## src/rtl/fb_line_reader.sv

```systemverilog
// Framebuffer line reader: fetches one line of 16-bit words from RAM
// into a show-ahead pixel FIFO. Optional macro: FB_LINE_READER_UNDERRUN_EN.
module fb_line_reader #(
  parameter int unsigned H_WORDS     = 1280,
  parameter logic [21:0] BASE_ADDR   = 22'h000000,
  parameter int unsigned LINE_STRIDE = 1280,
  parameter int unsigned FIFO_DEPTH  = 16
) (
  input  logic        clk,
  input  logic        resetn,
  input  logic        frame_start,
  input  logic        line_req,
  output logic        ram_oe,
  output logic        ram_wr,
  output logic [21:0] ram_address,
  input  logic [15:0] ram_rdata,
  input  logic        ram_busy,
  input  logic        pix_rd,
  output logic [15:0] pix_data,
  output logic        pix_valid,
  output logic        line_done,
  output logic        underrun
);

  localparam int AW = $clog2(FIFO_DEPTH);
  localparam int CW = AW + 1;
  localparam int NW = $clog2(H_WORDS + 1);
  localparam logic [NW-1:0] H_CNT = NW'(H_WORDS);
  localparam logic [21:0] STRIDE = 22'(LINE_STRIDE);
  localparam logic [CW-1:0] DEPTH_C = CW'(FIFO_DEPTH);

  typedef enum logic [1:0] {
    S_IDLE,
    S_ISSUE,
    S_WAIT_BUSY,
    S_WAIT_DATA
  } state_t;

  state_t          state_q, state_d;
  logic [21:0]     addr_q, addr_d;
  logic [21:0]     line_ptr_q, line_ptr_d;
  logic [NW-1:0]   cnt_q, cnt_d;
  logic            abort_q, abort_d;
  logic            line_done_q, line_done_d;
  logic [AW-1:0]   wr_ptr_q, wr_ptr_d;
  logic [AW-1:0]   rd_ptr_q, rd_ptr_d;
  logic [CW-1:0]   count_q, count_d;
  logic [15:0]     mem_q [FIFO_DEPTH];
  logic            push;
  logic            pop;
  logic            fifo_room;

  assign fifo_room = count_q < DEPTH_C;
  assign pop       = pix_rd && (count_q != '0);

  // Fetch sequencing: one outstanding read, aborted reads drain silently
  always_comb begin
    state_d     = state_q;
    addr_d      = addr_q;
    cnt_d       = cnt_q;
    line_ptr_d  = line_ptr_q;
    abort_d     = abort_q;
    line_done_d = 1'b0;
    push        = 1'b0;
    ram_oe      = 1'b0;
    unique case (state_q)
      S_IDLE: begin
        if (line_req && (cnt_q == '0 || frame_start)) begin
          addr_d = frame_start ? BASE_ADDR : line_ptr_q;
          cnt_d  = H_CNT;
        end else if (frame_start) begin
          cnt_d = '0;
        end else if (cnt_q != '0 && !ram_busy && fifo_room) begin
          state_d = S_ISSUE;
        end
      end
      S_ISSUE: begin
        ram_oe  = 1'b1;
        state_d = S_WAIT_BUSY;
        if (frame_start) abort_d = 1'b1;
      end
      S_WAIT_BUSY: begin
        if (frame_start) abort_d = 1'b1;
        if (ram_busy) state_d = S_WAIT_DATA;
      end
      S_WAIT_DATA: begin
        if (!ram_busy) begin
          state_d = S_IDLE;
          abort_d = 1'b0;
          if (!abort_q && !frame_start) begin
            push   = 1'b1;
            addr_d = addr_q + 22'd1;
            cnt_d  = cnt_q - NW'(1);
            if (cnt_q == NW'(1)) begin
              line_done_d = 1'b1;
              line_ptr_d  = line_ptr_q + STRIDE;
            end
          end
        end else if (frame_start) begin
          abort_d = 1'b1;
        end
      end
      default: state_d = S_IDLE;
    endcase
    if (frame_start) begin
      line_ptr_d = BASE_ADDR;
      if (state_q != S_IDLE) cnt_d = '0;
    end
  end

  // Pixel FIFO pointers; frame_start flushes
  always_comb begin
    wr_ptr_d = wr_ptr_q;
    rd_ptr_d = rd_ptr_q;
    count_d  = count_q;
    if (frame_start) begin
      wr_ptr_d = '0;
      rd_ptr_d = '0;
      count_d  = '0;
    end else begin
      if (push) wr_ptr_d = wr_ptr_q + AW'(1);
      if (pop)  rd_ptr_d = rd_ptr_q + AW'(1);
      unique case ({push, pop})
        2'b10:   count_d = count_q + CW'(1);
        2'b01:   count_d = count_q - CW'(1);
        default: count_d = count_q;
      endcase
    end
  end

  // Control and FIFO state registers
  always_ff @(posedge clk or negedge resetn) begin
    if (!resetn) begin
      state_q     <= S_IDLE;
      addr_q      <= '0;
      cnt_q       <= '0;
      line_ptr_q  <= BASE_ADDR;
      abort_q     <= 1'b0;
      line_done_q <= 1'b0;
      wr_ptr_q    <= '0;
      rd_ptr_q    <= '0;
      count_q     <= '0;
    end else begin
      state_q     <= state_d;
      addr_q      <= addr_d;
      cnt_q       <= cnt_d;
      line_ptr_q  <= line_ptr_d;
      abort_q     <= abort_d;
      line_done_q <= line_done_d;
      wr_ptr_q    <= wr_ptr_d;
      rd_ptr_q    <= rd_ptr_d;
      count_q     <= count_d;
    end
  end

  // FIFO storage, no reset needed
  always_ff @(posedge clk) begin
    if (push) mem_q[wr_ptr_q] <= ram_rdata;
  end

  assign ram_wr      = 1'b0;
  assign ram_address = addr_q;
  assign pix_valid   = count_q != '0;
  assign pix_data    = pix_valid ? mem_q[rd_ptr_q] : 16'h0000;
  assign line_done   = line_done_q;

`ifdef FB_LINE_READER_UNDERRUN_EN
  logic underrun_q, underrun_d;

  // Sticky pop-while-empty flag, cleared by a new frame
  always_comb begin
    underrun_d = underrun_q | (pix_rd && count_q == '0);
    if (frame_start) underrun_d = 1'b0;
  end

  // Underrun flag register
  always_ff @(posedge clk or negedge resetn) begin
    if (!resetn) underrun_q <= 1'b0;
    else         underrun_q <= underrun_d;
  end

  assign underrun = underrun_q;
`else
  assign underrun = 1'b0;
`endif

endmodule

```

## config.mk

```make
export PLATFORM = sky130hd
export DESIGN_NAME = fb_line_reader
export DESIGN_NICKNAME = d
export VERILOG_FILES = /design/src/rtl/fb_line_reader.sv
export SDC_FILE = /design/constraint.sdc
export NUM_CORES = 1
export LEC_CHECK = 0
export ABC_AREA = 1
export BUFFER_PORTS_ARGS = -buffer_cell sky130_fd_sc_hd__buf_2
export CAP_MARGIN = 20
export CORE_ASPECT_RATIO = 1.1
export CORE_MARGIN = 2
export CORE_UTILIZATION = 35
export CTS_BUF_LIST = sky130_fd_sc_hd__clkbuf_16
export DETAILED_ROUTE_END_ITERATION = 16
export PLACE_DENSITY_LB_ADDON = 0.08
export SYNTH_ARGS = -nofsm -noshare
export SYNTH_HDL_FRONTEND = slang
export SYNTH_SLANG_ARGS = --single-unit
```

## constraint.sdc

```tcl
create_clock -name clk -period 2.5 [get_ports clk]
set_clock_uncertainty 0.15 [all_clocks]
set_input_delay 0.25 -clock clk [delete_from_list [all_inputs] [get_ports clk]]
set_output_delay 0.25 -clock clk [all_outputs]
set_load 0.05 [all_outputs]
```

Yosys cells after proc, flatten, opt, wreduce, memory -nomap -nowiden --
Memories as Yosys holds them, arrays and structs flattened. Cells that the tools add are included. Widths: inputs -> output; s select.
Word-level totals: memories kept 1, register bits after elaboration 72, RAM bits 256, output and inout port bits 43, bits of input ports 22, word-level logic and storage cells 101
Operators by class: reduce and logical (&&, ||, !) cells 26, $lt $le $gt $ge 1, add/subtract/negate cells 7, eq/ne operators 14, muxes and demuxes 43
Memories:
- mem_q | words 16, width 16, read ports 1, clocked after memory_dff 0, wr ports 1, RTL line 48 | logic [15:0] mem_q [FIFO_DEPTH];
Operators by type and width (number):
- $mux 22 | 9
- $mux 11 | 6
- $pmux 22 s2 | 1
- $add 22x1->22 const B | 1
- $add 22x11->22 const B | 1
- $pmux 11 s2 | 1
- $mux 16 | 1
- $mux 4 | 4
- $ne 2x2->1 const B | 8
- $reduce_bool 2->1 | 8
- $mux 1 | 12
- $eq 11x1->1 const B | 1
- $logic_not 11->1 | 1
- $reduce_bool 11->1 | 1
- $sub 11x1->11 const B | 1
- $mux 2 | 5
- $pmux 5 s2 | 1
- $add 4x1->4 const B | 2
- $pmux 2 s4 | 1
- $reduce_and 4->1 | 2
- $eq 2x2->1 const B | 3
- $add 5x1->5 const B | 1
- $logic_and 1x1->1 | 5
- $lt 5x5->1 const B | 1
- 11 further kinds | 14

Longest topological paths before layout --
depth in word-level cells 8, depth in mapped cells 15, depth with buffers taken out 15

Worst setup path after synthesis --
No wires, ideal clock.
kind reg-to-reg, start point reg count_q[0], end point reg count_q[4], arrival 2.449 ns, clock period less this slack 2.682 ns, setup time 0.083 ns, required time 2.267 ns, slack -0.182 ns, buffers on the path 0, stages on the path, launching flop included 16, path through dfrtp_1 -> nor2_1 -> nand4_1 -> nand2_1 -> inv_1 -> nand2_1 -> inv_1 -> ha_1 -> nand2_1 -> nand2_1 -> nand2_1 -> nand2_1 -> nand2_1 -> nand2_1 -> xor2_1 -> o21ai_0
On the way: word-level cells in the longest chain between the ends 5, elaborated cells between the ends (all ways) 9, classes of those cells add/sub: 2; eq/ne: 2; mux: 2; reduce/logical: 3
Ends and longest elaborated chain:
- start, declared | RTL line 47 | logic [CW-1:0] count_q, count_d;
- start signal, assigned | RTL line 152 | count_q <= count_d;
- $reduce_bool 5->1 (*)
- via pix_valid | RTL line 20 | output logic pix_valid,
- $logic_and 1x1->1 (*) | RTL line 54 | assign pop = pix_rd && (count_q != '0);
- $eq 2x1->1 or $eq 2x2->1 (tied branches) | RTL line 123 | unique case ({push, pop})
- $pmux 5 s2 | RTL line 123
- $mux 5 | RTL line 116 | if (frame_start) begin
The timed path passes the listed nets; every way through them passes the cells marked *. A chain may end at the register's enable or synchronous reset.

Final worst setup path --
start point reg rd_ptr_q[0], end point out pix_data[6]
On the way: word-level cells in the longest chain between the ends 2
Ends and longest elaborated chain:
- start, declared | RTL line 46 | logic [AW-1:0] rd_ptr_q, rd_ptr_d;
- start signal, assigned | RTL line 151 | rd_ptr_q <= rd_ptr_d;
- $mem_v2 16x16
- $mux 16 | RTL line 164 | assign pix_data = pix_valid ? mem_q[rd_ptr_q] : 16'h0000;
- end, declared | RTL line 19 | output logic [15:0] pix_data,
No other way between the ends.

==> metrics.txt <==
run status finished, violations left; violated checks negative setup slack; number of setup violations in the final report 16; CP required 2100 ps; max_cap viols 0; root buf cell clkbuf_16; clock buffer depth 3; fin. max-slew vios 0; Worst Setup End Kind primary output; via count between 10000 and 15000; multi-input logic area 4680 µm²; Total Nets Final 1538; setup ws final -205 ps; Pwr Density 987 nW/µm²; Ant. Diodes 0; initial antenna violation count 0; Util after Layout 45.2%; Yosys cell types 43; Worst path depth 10; initial core utilization 35.5%; post-synthesis sequential area ratio 64.7%; drt total wl between 40000 and 50000 µm; VDD IR max about 0.00067 V; met1 Usage GRT between 20% and 30%; CTS HTree Levels 2; Clock Sink Count 320; post-synth top area cell edfxtp_1; placed inst area 15800 µm²; sw frac 35.0%; wire length per cell 21.4 µm; GPL Wtd Cong 0.796; Core Area 40400 µm²; Post-DP HPWL 25600 µm; hold depth 5; vias in the first global route 10500; Remaining DRCs 0; FMAX 370 MHz; worst-case reg-to-reg path depth 13; gr ovfl total 0; GR Util met3 2.66%; cell family with most CP delay buffers and inverters; Slowest-stage cell, CP dfrtp_4; Die W 197 µm; critical path class reg -> out; via density per instance 5.27; Worst Tran Pin Value 547 ps; Core Rows 77; #FFs+latches synth 320; Final Instance Area 18200 µm²; nature of the critical path startpoint flip-flop; most used cell, CP buf_12; Pre-Repair DR Iteration Count 5; pin count of the biggest net entering global routing 47; crit-path cells buf_12 > buf_12 > nor2_2 > nor2_1 > o21ai_1 > o211ai_1 > nand3_1 > a21oi_2 > buf_4 > buf_8; IO Pins 65; Hold/Removal Path Class in -> reg; syn_area_per_cell around 11 µm²; clock share of power 30.8%; Slew headroom 63.5%; post-detailed-route count of antenna-violating nets 0; synthesized area around 14000 µm²; latest clock arrival within the worst-skew pair 530 ps; TNS Setup -2640 ps; Leak 6.81 nW; fin crit period 2710 ps; register area roughly 9300 µm²; Layout area overhead 27.1%; worst hold slack 111 ps; RSZ-0062 raised after global routing yes; crit path buf inv count 4; Die Y 216 µm; CTS tree done; first-pass GRT wire length 65100 µm; NetSw 6.30 mW; Largest stage delay, worst path 520 ps; Worst EP arrival roughly 2300 ps; total global-route track usage about a fifth; Clk pin slew, worst setup/hold paths 60 ps; Power Internal 11.7 mW; sequential share of power 34.1%; Die ar. roughly 43000 µm²; top cell type's share of synthesized area 53.6%; Hold Violations, Final 0; largest fanout on the critical path 7; post-synthesis instance total 1349; Final period util 108%; Fill cells between 3000 and 4000; I/O Buffers 62; layout cells sized above 1 20.1%; initial DRC count ~730; Inserted Clock Buffers 38; GRT met2 Usage around a third; GR peak layer met2; Synth area leaders edfxtp_1, dfrtp_1, o21ai_0; Comb pwr share 35.2%; yosys warns 0
## area by class of cell
class | count | share of cell area, %
well taps | 513 | 3.52
repair buffers | 177 | 11.0
multi-input cells | 870 | 25.7
flip-flops and latches | 320 | 51.0
clock buffers | 39 | 5.35
clock inverters | 29 | 1.50
inverters | 90 | 1.95
## metrics by stage
step | power [mW] | instances | worst slack (ps)
finish | 18.0 | 2038 | -205
detailed placement | 11.2 | 1919 | 40.6
floorplan | 9.49 | 1350 | -69.0
global route | 18.9 | 2038 | -329
CTS | 17.7 | 2025 | -256
global placement | 11.2 | 1919 | 57.6
## placed cells by master (no fill, tap or decap), types with 5 or more instances in the layout
cell	Yosys	final
ha_1	18	17
o211ai_1	19	19
buf_16	0	9
nand3_1	93	90
buf_2	10	46
a21oi_1	38	23
o21ai_2	6	13
buf_12	0	27
nand2_2	10	11
clkbuf_16	0	47
o21ai_0	172	132
buf_6	2	20
xor2_1	5	5
o21ai_1	8	41
a21oi_2	0	15
bufinv_16	0	5
o221ai_2	0	8
nor2_1	208	178
dlygate4sd3_1	0	21
inv_1	85	90
nor3_1	14	14
nor2_2	2	31
o22ai_1	7	7
clkinv_1	3	12
dfrtp_1	64	62
o221ai_1	48	40
edfxtp_1	256	256
nand2_1	179	177
o21a_1	5	5
nand4_1	13	13
buf_4	2	44
## power groups by stage
stage | combinational (mW) | sequential, mW | clock [mW]
2_1_floorplan | 3.25 | 6.23 | 0
3_3_place_gp | 4.96 | 6.22 | 0
3_5_place_dp | 4.98 | 6.22 | 0
4_1_cts | 5.87 | 6.13 | 5.69
5_1_grt | 6.85 | 6.16 | 5.89
6_report | 6.33 | 6.13 | 5.53
## what timing repair did
item / 4_1_cts / 5_1_grt
setup endpoints to repair: 16 / 17
hold buffers: 21 / 0
cloned: 9 / 9
gates resized for setup: 60 / 81
buffers inserted: 8 / 7
pin swaps: 12 / 32
hold endpoints to repair: 326 / 0
## Yosys cell counts
cell and count:
nor3_1 14, o21ai_0 172, o31ai_1 1, o22ai_1 7, o221ai_1 48, clkinv_1 3, o211ai_1 19, ha_1 18
a21o_1 2, conb_1 1, nand2_4 1, o21ai_1 8, a31o_2 1, inv_1 85, buf_4 2, clkbuf_1 45
nand2_1 179, a211oi_1 1, buf_2 10, nor2_4 1, a31oi_1 2, o32ai_1 1, nor2_1 208, o21bai_1 3
xnor2_1 4, xor2_1 5, nand3_2 1, edfxtp_1 256, dfrtp_1 64, nand3_1 93, nand3_4 1, fa_1 1
or2_2 2, nand2_2 10, o21a_1 5, buf_6 2, a21boi_4 1, a21oi_1 38, buf_1 11, inv_2 2
nand4_1 13, nor2_2 2, o21ai_2 6
## flip-flops by register name, summed over array words and instances (netlist names)
| signal | flops |
|---|---|
| abort_q | 1 |
| cnt_q | 11 |
| count_q | 5 |
| line_done | 1 |
| line_ptr_q | 14 |
| mem_q | 256 |
| ram_address | 22 |
| rd_ptr_q | 4 |
| state_q | 2 |
| wr_ptr_q | 4 |
## metal layers
metal,share of wire [%],up-vias
li1,-,5113
met1,45,5329
met2,49,245
met3,4.2,48
met4,1.7,0
met5,0,-
## worst paths after layout
path	startpoint	end	slack, ps
worst max-delay path	rd_ptr_q[0]	pix_data[6]	-210
worst min-delay path	pix_rd	rd_ptr_q[1]	110
worst max register to register	state_q[1]	count_q[4]	210
worst min register to register	line_ptr_q[11]	line_ptr_q[11]	350
max in group asynchronous	resetn	ram_address[6]	1240
min in group asynchronous	resetn	line_ptr_q[9]	150
## cell families (layout without fill, tap and decap cells)
kind of cell             after synthesis  count (layout)  share of synthesized area (%)
AND/OR/NAND/NOR                      525             525                           15.4
XOR/XNOR                               9               9                          0.549
other                                  1               2                         0.0261
AO/OA/AOI/OAI                        315             315                           13.2
flip-flops                           320             320                           64.7
buffers and inverters                160             335                           4.43
adder cells (fa/ha/maj)               19              19                           1.71
## worst register-to-register path, cell delays in order (launching register included)
cell and delay [ps]:
dfrtp_1 410, ha_1 220, nand2_1 250, nand2_4 110, fa_1 380, inv_1 80, nand2_2 50, nand2_1 50
nand2_1 50, nand2_1 60, nand2_1 50, nand2_1 70, xor2_1 150, o21ai_1 90
(Power assumes the default switching activity.)
